--- src/rtl/ha_event_bank_pkg.sv ---
// rtl/ha_event_bank_pkg.sv - register offsets, CTRL bit indices and helpers for ha_event_bank
package ha_event_bank_pkg;

  // Register offsets, relative word addresses
  localparam int OFF_CTRL      = 'h000;
  localparam int OFF_INFO      = 'h001;
  localparam int OFF_PTR       = 'h002;
  localparam int OFF_DATA      = 'h003;
  localparam int OFF_SCRATCH   = 'h004;
  localparam int OFF_SNAP_BASE = 'h010;
  localparam int OFF_LIVE_BASE = 'h020;

  // CTRL bit indices
  localparam int CTRL_SNAP    = 0;
  localparam int CTRL_CLR     = 1;
  localparam int CTRL_AUTOINC = 2;

  function automatic int clog2(input int n);
    int r;
    r = 0;
    for (int v = 1; v < n; v = v << 1) r++;
    return r;
  endfunction

  // Power-up content of RAM word k
  function automatic logic [7:0] ram_init_byte(input logic [7:0] k);
    return 8'h82 + k;
  endfunction

endpackage

--- src/rtl/ha_event_counter.sv ---
// rtl/ha_event_counter.sv - per-channel edge detector, saturating counter and snapshot register
//   clk, rst   : clock, asynchronous active-high reset
//   ev         : event input, synchronous to clk
//   clr, snap  : single-cycle clear / snapshot commands
//   count      : live counter value
//   snap_count : last snapshot
module ha_event_counter #(
  parameter int CW = 16
) (
  input  logic          clk,
  input  logic          rst,
  input  logic          ev,
  input  logic          clr,
  input  logic          snap,
  output logic [CW-1:0] count,
  output logic [CW-1:0] snap_count
);

  logic          prev;
  logic          rise;
  logic [CW-1:0] bumped;

  assign rise   = ev & ~prev;
  // Saturate rather than wrap at all-ones
  assign bumped = (rise && (count != '1)) ? count + CW'(1) : count;

  always_ff @(posedge clk or posedge rst) begin
    if (rst) begin
      prev       <= 1'b0;
      count      <= '0;
      snap_count <= '0;
    end else begin
      prev <= ev;
      // Snapshot sees this cycle's edge; clear drops it
      if (snap) snap_count <= bumped;
      count <= clr ? '0 : bumped;
    end
  end

endmodule

--- src/rtl/ha_event_bank.sv ---
// rtl/ha_event_bank.sv - host-accessible event counter bank with pointer/direct RAM access
//   clk, rst        : clock, asynchronous active-high reset
//   ev[NCHAN]       : event inputs
//   gb_addr/gb_din  : relative word address, write data
//   gb_we/gb_re     : single-cycle write / read strobes
//   gb_dout         : read data, registered one cycle after gb_re, held until next read
module ha_event_bank
  import ha_event_bank_pkg::*;
#(
  parameter int            AW           = 24,
  parameter int            DW           = 32,
  parameter int            NCHAN        = 4,
  parameter int            CW           = 16,
  parameter int            RAMW         = 8,
  parameter int            DEPTH        = 64,
  parameter logic [AW-1:0] RAM_BASE     = 'h100,
  parameter logic [DW-1:0] SCRATCH_INIT = 32'hceceface
) (
  input  logic             clk,
  input  logic             rst,
  input  logic [NCHAN-1:0] ev,
  input  logic [AW-1:0]    gb_addr,
  input  logic [DW-1:0]    gb_din,
  input  logic             gb_we,
  input  logic             gb_re,
  output logic [DW-1:0]    gb_dout
);

  localparam int PW = clog2(DEPTH);

  logic [PW-1:0]   ptr;
  logic            autoinc;
  logic [DW-1:0]   scratch;
  logic [DW-1:0]   rd_data;
  logic [RAMW-1:0] ram_q [DEPTH];
  logic [CW-1:0]   live_val [NCHAN];
  logic [CW-1:0]   snap_val [NCHAN];

  logic hit_ctrl, hit_info, hit_ptr, hit_data, hit_scratch, hit_ram;
  logic snap_req, clr_req;
  logic [PW-1:0]   ram_idx;
  logic [RAMW-1:0] ram_data_ptr, ram_data_dir;

  // Storage holds data XOR the power-up pattern, so an all-zero power-up
  // image presents the required initial contents without any reset.
  function automatic logic [RAMW-1:0] init_word(input logic [PW-1:0] a);
    return RAMW'(ram_init_byte(8'(a)));
  endfunction

  assign hit_ctrl    = gb_addr == AW'(OFF_CTRL);
  assign hit_info    = gb_addr == AW'(OFF_INFO);
  assign hit_ptr     = gb_addr == AW'(OFF_PTR);
  assign hit_data    = gb_addr == AW'(OFF_DATA);
  assign hit_scratch = gb_addr == AW'(OFF_SCRATCH);
  assign hit_ram     = gb_addr[AW-1:PW] == RAM_BASE[AW-1:PW];
  assign ram_idx     = gb_addr[PW-1:0];

  assign snap_req = gb_we && hit_ctrl && gb_din[CTRL_SNAP];
  assign clr_req  = gb_we && hit_ctrl && gb_din[CTRL_CLR];

  assign ram_data_ptr = ram_q[ptr] ^ init_word(ptr);
  assign ram_data_dir = ram_q[ram_idx] ^ init_word(ram_idx);

  always_comb begin
    rd_data = '0;
    if (hit_ctrl)         rd_data[CTRL_AUTOINC] = autoinc;
    else if (hit_info)    rd_data = DW'({8'(NCHAN), 8'(PW), 8'(CW), 8'(RAMW)});
    else if (hit_ptr)     rd_data = DW'(ptr);
    else if (hit_data)    rd_data = DW'(ram_data_ptr);
    else if (hit_scratch) rd_data = scratch;
    else if (hit_ram)     rd_data = DW'(ram_data_dir);
    for (int i = 0; i < NCHAN; i++) begin
      if (gb_addr == AW'(OFF_SNAP_BASE + i)) rd_data = DW'(snap_val[i]);
      if (gb_addr == AW'(OFF_LIVE_BASE + i)) rd_data = DW'(live_val[i]);
    end
  end

  always_ff @(posedge clk or posedge rst) begin
    if (rst) begin
      gb_dout <= '0;
      ptr     <= '0;
      autoinc <= 1'b0;
      scratch <= SCRATCH_INIT;
    end else begin
      if (gb_re) gb_dout <= rd_data;
      if (gb_we && hit_ctrl) autoinc <= gb_din[CTRL_AUTOINC];
      if (gb_we && hit_scratch) scratch <= gb_din;
      if (gb_we && hit_ptr) ptr <= gb_din[PW-1:0];
      // A combined read+write on DATA still advances only once
      else if (hit_data && (gb_re || gb_we) && autoinc) ptr <= ptr + PW'(1);
    end
  end

  always_ff @(posedge clk) begin
    if (gb_we && hit_data)     ram_q[ptr]     <= gb_din[RAMW-1:0] ^ init_word(ptr);
    else if (gb_we && hit_ram) ram_q[ram_idx] <= gb_din[RAMW-1:0] ^ init_word(ram_idx);
  end

  for (genvar c = 0; c < NCHAN; c++) begin : g_chan
    ha_event_counter #(.CW(CW)) u_cnt (
      .clk        (clk),
      .rst        (rst),
      .ev         (ev[c]),
      .clr        (clr_req),
      .snap       (snap_req),
      .count      (live_val[c]),
      .snap_count (snap_val[c])
    );
  end

endmodule

--- config.mk ---
export PLATFORM = sky130hd
export DESIGN_NAME = ha_event_bank
export DESIGN_NICKNAME = d
export VERILOG_FILES = /design/src/rtl/ha_event_bank_pkg.sv /design/src/rtl/ha_event_counter.sv /design/src/rtl/ha_event_bank.sv
export SDC_FILE = /design/constraint.sdc
export NUM_CORES = 1
export LEC_CHECK = 0
export CAP_MARGIN = 20
export CELL_PAD_IN_SITES_DETAIL_PLACEMENT = 1
export CELL_PAD_IN_SITES_GLOBAL_PLACEMENT = 2
export CORE_MARGIN = 2
export CORE_UTILIZATION = 35
export DETAILED_ROUTE_END_ITERATION = 8
export DONT_BUFFER_PORTS = 1
export GPL_TIMING_DRIVEN = 0
export PLACE_DENSITY = 0.68
export SLEW_MARGIN = 25
export SYNTH_ARGS = -nofsm -noshare
export SYNTH_HDL_FRONTEND = slang
export SYNTH_HIERARCHICAL = 1
export SYNTH_SLANG_ARGS = --single-unit
--- constraint.sdc ---
create_clock -name clk -period 4.7 [get_ports clk]
set_clock_uncertainty 0.2 [all_clocks]
set_input_delay 0.94 -clock clk [delete_from_list [all_inputs] [get_ports clk]]
set_output_delay 0.94 -clock clk [all_outputs]
set_load 0.1 [all_outputs]
# Word level (Yosys, flattened, before mapping)

Memories as Yosys holds them, arrays and structs flattened.
Index checks and enable logic that the tools add are counted.
W data, S select, Z words.

Register bits after elaboration: 203
RAM bits: 512
Bits of input ports: 64
Output and inout bits: 32
Logic and storage cells: 104
Memories kept: 1

Add/sub/neg operators: 7
Equal/unequal tests: 17
Mux-type cells: 34
Bitwise logic cells: 12
Reductions and logical operators: 17

Memory list:

| memory | words | bits a word | read ports | clocked after Yosys merged registers in | write ports | RTL line            | RTL |
|---|---|---|---|---|---|---|---|
| ram_q  | 64    | 8           | 2          | 0                                       | 1           | ha_event_bank.sv:35 | `logic [RAMW-1:0] ram_q [DEPTH];` |

Operators with widths:

| cell                    | number |
|---|---|
| $mux W32                | 12 |
| $mux W16                | 8 |
| $eq A24 B5 Y1 const B   | 4 |
| $eq A24 B6 Y1 const B   | 4 |
| $add A16 B1 Y16 const B | 4 |
| $ne A16 B16 Y1 const B  | 4 |
| $eq A24 B2 Y1 const B   | 2 |
| $xor A8 B8 Y8           | 4 |
| $mux W29                | 1 |
| $eq A24 B1 Y1 const B   | 1 |
| $eq A24 B3 Y1 const B   | 1 |
| $logic_not A24 Y1       | 1 |
| $eq A18 B3 Y1 const B   | 1 |
| $mux W6                 | 3 |
| $add A8 B6 Y8 const A   | 2 |
| $mux W8                 | 2 |
| $logic_and A1 B1 Y1     | 13 |
| $reduce_or A8 Y1        | 1 |
| $mux W1                 | 7 |
| $add A6 B1 Y6 const B   | 1 |
| $and A1 B1 Y1           | 4 |
| $not A1 Y1              | 4 |
| $mux W2                 | 1 |
| $reduce_bool A2 Y1      | 1 |
| $logic_or A1 B1 Y1      | 1 |

# Longest topological paths before layout

Depth in word-level cells: 16
Gate-level depth with buffers: 14
Depth with buffers taken out: 9

# Modules after synthesis

The synthesis kept the hierarchy.

By module, submodules not included:

| module                                 | times used | cells each | area each (µm²) | seq. area each (µm²) |
|---|---|---|---|---|
| ha_event_bank                          | 1          | 1766       | 28895.2         | 17177.7 |
| ha_event_counter (g_chan[0].u_cnt ...) | 3          | 156        | 1601.5          | 825.8 |
| ha_event_counter (g_chan[3].u_cnt)     | 1          | 166        | 1694.1          | 825.8 |

# Worst setup path after synthesis

Ideal clock, no wire load.

Path type: input port to flip-flop
Start: in gb_addr[2]
End: mem ram_q[0][4] (data pin)
Library setup time: 0.569 ns
Arrival: 4.397 ns
Required time: 3.931 ns
Setup slack: -0.466 ns
Cell stages on the path: 9
Path buffers: 4
Cells stage by stage: clkbuf_1 buf_1 clkbuf_1 buf_2 nand3_1 xnor2_1 nor2_1 a21oi_1 xnor2_1

Cells in the longest elaborated chain, start to end: 6
Elaborated cells between the ends (all ways): 8
Those cells by class: add/sub (1); eq/ne (1); mux (3); bitwise (1); reduce/logical (2)

Ends and longest elaborated chain:

| element                           | RTL line            | RTL |
|---|---|---|
| from (decl)                       | ha_event_bank.sv:22 | `input logic [AW-1:0] gb_addr,` |
| $eq A24 B2 Y1                     | ha_event_bank.sv:53 | `assign hit_data = gb_addr == AW'(OFF_DATA);` |
| $logic_and A1 B1 Y1               | ha_event_bank.sv:95 | `if (gb_we && hit_data) ram_q[ptr] <= gb_din[RAMW-1:0] ^ init_word(ptr);` |
| $mux W1                           | ha_event_bank.sv:95 |  |
| $mux W1 (not written as such)     | ha_event_bank.sv:96 | `else if (gb_we && hit_ram) ram_q[ram_idx] <= gb_din[RAMW-1:0] ^ init_word(ram_idx);` |
| $reduce_or A8 Y1 (no source line) | -                   |  |
| $mux W8 (no source line) (*)      | -                   |  |
| to (decl)                         | ha_event_bank.sv:35 |  |

Every way passes the cells marked *; elsewhere a longest branch is shown, timed or not.

# Worst setup path in the final report

Start: reg ptr[3]
End: reg gb_dout[2]

Cells in the longest elaborated chain, start to end: 14

Ends and longest elaborated chain:

| element                | RTL line            | RTL |
|---|---|---|
| from (decl)            | ha_event_bank.sv:31 | `logic [PW-1:0] ptr;` |
| from (signal assigned) | ha_event_bank.sv:88 | `if (gb_we && hit_ptr) ptr <= gb_din[PW-1:0];` |
| from (signal assigned) | ha_event_bank.sv:90 | `else if (hit_data && (gb_re \|\| gb_we) && autoinc) ptr <= ptr + PW'(1);` |
| $mem_v2 Z64 W8         | -                   |  |
| $xor A8 B8 Y8          | ha_event_bank.sv:61 | `assign ram_data_ptr = ram_q[ptr] ^ init_word(ptr);` |
| $mux W32               | ha_event_bank.sv:69 | `else if (hit_data) rd_data = DW'(ram_data_ptr);` |
| $mux W32               | ha_event_bank.sv:68 | `else if (hit_ptr) rd_data = DW'(ptr);` |
| $mux W32               | ha_event_bank.sv:67 | `else if (hit_info) rd_data = DW'({8'(NCHAN), 8'(PW), 8'(CW), 8'(RAMW)});` |
| $mux W1                | ha_event_bank.sv:66 | `if (hit_ctrl) rd_data[CTRL_AUTOINC] = autoinc;` |
| $mux W32               | ha_event_bank.sv:73 | `if (gb_addr == AW'(OFF_SNAP_BASE + i)) rd_data = DW'(snap_val[i]);` |
| $mux W32               | ha_event_bank.sv:74 | `if (gb_addr == AW'(OFF_LIVE_BASE + i)) rd_data = DW'(live_val[i]);` |
| $mux W32               | ha_event_bank.sv:73 |  |
| $mux W32               | ha_event_bank.sv:74 |  |
| $mux W32               | ha_event_bank.sv:73 |  |
| $mux W32               | ha_event_bank.sv:74 |  |
| $mux W32               | ha_event_bank.sv:73 |  |
| $mux W32               | ha_event_bank.sv:74 |  |
| to (signal assigned)   | ha_event_bank.sv:85 | `if (gb_re) gb_dout <= rd_data;` |
| to (decl)              | ha_event_bank.sv:26 | `output logic [DW-1:0] gb_dout` |

No other way between the ends.
A chain may end at the register's enable or synchronous reset.

==> run summary <==
=====================================================================================
Result of the run ...................................................... complete, but fails checks
Violations in the final reports ........................................ setup timing
RD Place Congestion ....................................................        0.960
Met3 Wirelength ........................................................    12,700 µm
Critical Path Start Type ...............................................     register
Routed vias/inst .......................................................         6.43
Clock tree from TritonCTS ..............................................          yes
Vias ...................................................................       24,900
Dominant register cell in the synthesized netlist ...................... sky130_fd_sc_hd__edfxtp_1
DRC marker count from the first detailed-route iteration ...............        3,014
Total iterations of the first detailed-routing run .....................            6
Reported max-cap violation count .......................................            0
Initial antenna violation count ........................................            6
Final Hold Fails .......................................................            0
Max Fclk ...............................................................      208 MHz
Count of H-tree levels built during CTS ................................            3
Depth of the worst register-to-register path ...........................           11
Relative area change from synthesis to final layout ....................        15.4%
Mapped cell area .......................................................   35,400 µm²
Vertical die dimension .................................................       322 µm
Final core utilization .................................................        0.408
Global-route wire length before repair .................................   203,000 µm
Number of port buffers .................................................            0
All-Layer GR Usage .....................................................        0.280
Clock latency at the later pin of the worst-skew pair ..................      0.67 ns
Largest net degree at the start of global routing ......................           42
Remaining Overflow, GRT ................................................            0
Final Routed Wirelength ................................................   144,000 µm
Final cycle utilization of the critical path ...........................         1.02
Largest vdd supply drop ................................................     0.306 mV
Worst hold path class .................................................. primary input to async pin
Count of flip-flops with a built-in enable after synthesis .............          512
Master cell of the clock root buffer ................................... sky130_fd_sc_hd__clkbuf_16
Multi-input combinational cell area ....................................   14,500 µm²
Met2 wire length .......................................................    67,100 µm
Total clock sinks ......................................................          715
Remaining number of nets flagged by the antenna check after routing ....            0
Routed length on met1 ..................................................    55,800 µm
Drt drc ................................................................            0
Row count ..............................................................          116
RSZ-0062 raised after global routing ...................................          yes
Cell area power density ................................................   345 nW/µm²
Post-synth cell types ..................................................           85
Top layer in use .......................................................         met5
Clock-pin slew of the registers on the worst-case setup and hold paths .      0.07 ns
Register bit total from synthesis ......................................          715
Yosys top cell by area ................................................. sky130_fd_sc_hd__edfxtp_1
Arrival time worst endpoint ............................................      5.14 ns
R2r endpoint ...........................................................   gb_dout[2]
Final Slew Violations ..................................................            0
Die width ..............................................................       322 µm
Remaining max-slew budget at the tightest pin ..........................        0.214
Total number of yosys warnings .........................................            6
Fraction of layout instances using a drive strength above 1 ............        0.277
Final critical-path required period ....................................      4.82 ns
Syn Nets ...............................................................        2,471
Type of the setup path with the least slack ............................ register to register
Sequential fraction of the synthesis area ..............................        0.579
Post-route cell area ...................................................   40,800 µm²
Core region area .......................................................  100,000 µm²
Final layout net count .................................................        2,580
Final worst slack ......................................................    -0.115 ns
Share of async-settable or async-resettable flops after synthesis ......        0.284
Routed wire length per instance ........................................      37.2 µm
Required time reported for the critical path endpoint ..................      5.03 ns
Total placed instance area .............................................   37,600 µm²
Proportion of netlist area held by the largest area contributor ........        0.434
Total area of sequential cells .........................................   20,500 µm²
Number of setup violations in the final report .........................          171
Via count of the first global-routing pass .............................       26,000
Initial standard-cell utilization of the core ..........................        0.353
Final HPWL from detailed placement .....................................   103,000 µm
Reg-to-Reg Start .......................................................       ptr[3]
IO Count ...............................................................           96
Leakage Power ..........................................................      13.5 nW
FF-to-FF setup slack ...................................................     -0.12 ns
Most area-consuming cells after synthesis .............................. sky130_fd_sc_hd__edfxtp_1 43%, sky130_fd_sc_hd__mux4_2 17%, sky130_fd_sc_hd__dfrtp_1 13%
Kind of end point of the critical path .................................     register
Critical path fanouts, max .............................................           10
Fill cell instance count of the final layout ...........................       10,100
Mean Syn Cell Area .....................................................     14.7 µm²
Num CTS Buffers ........................................................           79
Clock tree buffer depth ................................................            3
DIE AREA ...............................................................  104,000 µm²
Synthesized instance count .............................................        2,400
Worst slew pin tran ....................................................      1.18 ns
=====================================================================================
## power breakdown
part,leakage (nW),internal (mW),switching [mW]
logic,4.99,0.307,0.588
clock network,1.21,3.46,2.71
registers,7.27,6.85,0.181
total,13.5,10.6,3.47
## logic make-up (layout without fill, tap and decap cells)
family / after synthesis / after routing / synth area share
flops: 715 / 715 / 0.579
simple gates: 590 / 590 / 0.0869
compound gates: 463 / 463 / 0.0874
mux: 401 / 401 / 0.207
buf+inv: 195 / 361 / 0.0299
xor+xnor: 29 / 29 / 0.00718
fa+ha+maj: 7 / 7 / 0.00247
other cells: 0 / 3 / 0
## metal layers
layer	vias to the layer above	track usage
met5	-	0
met4	2	0.143
met3	343	0.0725
met2	1253	0.444
met1	13300	0.353
li1	9977	-
## worst max-delay path by stage
| stage | startpoint | slack (ns) | depth (start not counted) | end |
|---|---|---|---|---|
| after floorplan | gb_addr[2] | 0.46 | 9 | ram_q[0][4] |
| after global placement | gb_addr[3] | -2.56 | 8 | ram_q[62][4] |
| after detailed placement | gb_addr[2] | -1.40 | 8 | ram_q[6][7] |
| after CTS | gb_addr[0] | -0.11 | 11 | ram_q[60][5] |
| after global routing | ptr[2] | -0.11 | 8 | ram_q[22][5] |
| final | ptr[3] | -0.12 | 11 | gb_dout[2] |
## stage by stage
step | TNS (ns) | setup slack (ns) | hold slack (ns) | power (mW) | instances
2_1_floorplan | 0 | 0.463 | 0.252 | 7.61 | 2400
3_3_place_gp | -1490.28 | -2.56 | 0.271 | 7.97 | 3698
3_5_place_dp | -605.09 | -1.40 | 0.279 | 8.03 | 3715
4_1_cts | -3.27 | -0.108 | 0.0823 | 14.1 | 3862
5_1_grt | -9.67 | -0.113 | 0.0889 | 14.4 | 3864
6_report | -8.10 | -0.115 | 0.0816 | 14.1 | 3867
## area by class of cell
class                   instances  area share
inverters                      32     0.00300
plain buffers                 162      0.0247
diodes                          3    0.000184
well taps                    1298      0.0398
clock inverters                29     0.00821
flip-flops and latches        715       0.502
repair buffers                 29      0.0137
clock buffers                 109      0.0529
multi-input cells            1490       0.356
## sequential cells by signal, indices dropped and copies added, names as in the netlist
| register | cells |
|---|---|
| autoinc | 1 |
| g_chan.u_cnt/count | 64 |
| g_chan.u_cnt/prev | 4 |
| g_chan.u_cnt/snap_count | 64 |
| gb_dout | 32 |
| ptr | 6 |
| ram_q | 512 |
| scratch | 32 |
## layout by cell type, fill, tap and decap left out, types with 16 or more instances in the layout
cell type and count:
sky130_fd_sc_hd__edfxtp_1 512, sky130_fd_sc_hd__mux4_2 262, sky130_fd_sc_hd__dfrtp_1 182, sky130_fd_sc_hd__nor2_1 139
sky130_fd_sc_hd__a21oi_1 102, sky130_fd_sc_hd__mux2i_1 97, sky130_fd_sc_hd__o21ai_0 85, sky130_fd_sc_hd__nand2_1 84
sky130_fd_sc_hd__clkbuf_16 80, sky130_fd_sc_hd__clkbuf_1 77, sky130_fd_sc_hd__a31oi_1 60, sky130_fd_sc_hd__nor2_4 60
sky130_fd_sc_hd__nand3_1 48, sky130_fd_sc_hd__buf_2 43, sky130_fd_sc_hd__nor3_1 41, sky130_fd_sc_hd__mux2_2 40
sky130_fd_sc_hd__o31ai_1 35, sky130_fd_sc_hd__buf_4 28, sky130_fd_sc_hd__nand4_1 26, sky130_fd_sc_hd__inv_1 23
sky130_fd_sc_hd__dfstp_2 21, sky130_fd_sc_hd__o221ai_1 19, sky130_fd_sc_hd__nand2b_1 18, sky130_fd_sc_hd__o22ai_1 18
sky130_fd_sc_hd__nor2b_1 16, sky130_fd_sc_hd__clkbuf_8 16
## synth_stat cells (11+ instances only)
cell	number
sky130_fd_sc_hd__a211oi_1	15
sky130_fd_sc_hd__a21oi_1	102
sky130_fd_sc_hd__a221oi_1	15
sky130_fd_sc_hd__a22o_1	15
sky130_fd_sc_hd__a31oi_1	60
sky130_fd_sc_hd__and3_1	14
sky130_fd_sc_hd__buf_1	17
sky130_fd_sc_hd__buf_2	37
sky130_fd_sc_hd__buf_4	20
sky130_fd_sc_hd__clkbuf_1	66
sky130_fd_sc_hd__clkbuf_8	11
sky130_fd_sc_hd__dfrtp_1	182
sky130_fd_sc_hd__dfstp_2	21
sky130_fd_sc_hd__edfxtp_1	512
sky130_fd_sc_hd__inv_1	29
sky130_fd_sc_hd__mux2_2	40
sky130_fd_sc_hd__mux2i_1	98
sky130_fd_sc_hd__mux4_2	262
sky130_fd_sc_hd__nand2_1	94
sky130_fd_sc_hd__nand2b_1	18
sky130_fd_sc_hd__nand3_1	49
sky130_fd_sc_hd__nand4_1	26
sky130_fd_sc_hd__nor2_1	205
sky130_fd_sc_hd__nor2b_1	17
sky130_fd_sc_hd__nor3_1	45
sky130_fd_sc_hd__nor4_1	11
sky130_fd_sc_hd__o21ai_0	85
sky130_fd_sc_hd__o221ai_1	19
sky130_fd_sc_hd__o22ai_1	20
sky130_fd_sc_hd__o2bb2ai_1	11
sky130_fd_sc_hd__o31ai_1	35
sky130_fd_sc_hd__or3_1	15
sky130_fd_sc_hd__or4_1	13
sky130_fd_sc_hd__xnor2_1	17
sky130_fd_sc_hd__xor2_1	12
## critical path, cell delays in order, from the launching register on
cell                       delay [ns]
sky130_fd_sc_hd__dfrtp_1         0.37
sky130_fd_sc_hd__buf_2           0.32
sky130_fd_sc_hd__nand3b_1        0.53
sky130_fd_sc_hd__clkbuf_2        0.54
sky130_fd_sc_hd__clkbuf_1        0.84
sky130_fd_sc_hd__o221ai_1        0.25
sky130_fd_sc_hd__o221ai_1        0.39
sky130_fd_sc_hd__o21ai_0         0.37
sky130_fd_sc_hd__xnor2_1         0.35
sky130_fd_sc_hd__o21ai_0         0.13
sky130_fd_sc_hd__a31oi_1         0.27
sky130_fd_sc_hd__o21ai_0         0.12
## what timing repair did
item,CTS,global route
gates resized for setup,137,21
setup buffers,9,2
gates cloned,0,0
hold buffers,1,0
pin swaps,4,2
endpoints found under the setup margin,704,352
hold endpoints to repair,2,0
Note: power is estimated with default switching activity, not from simulation.
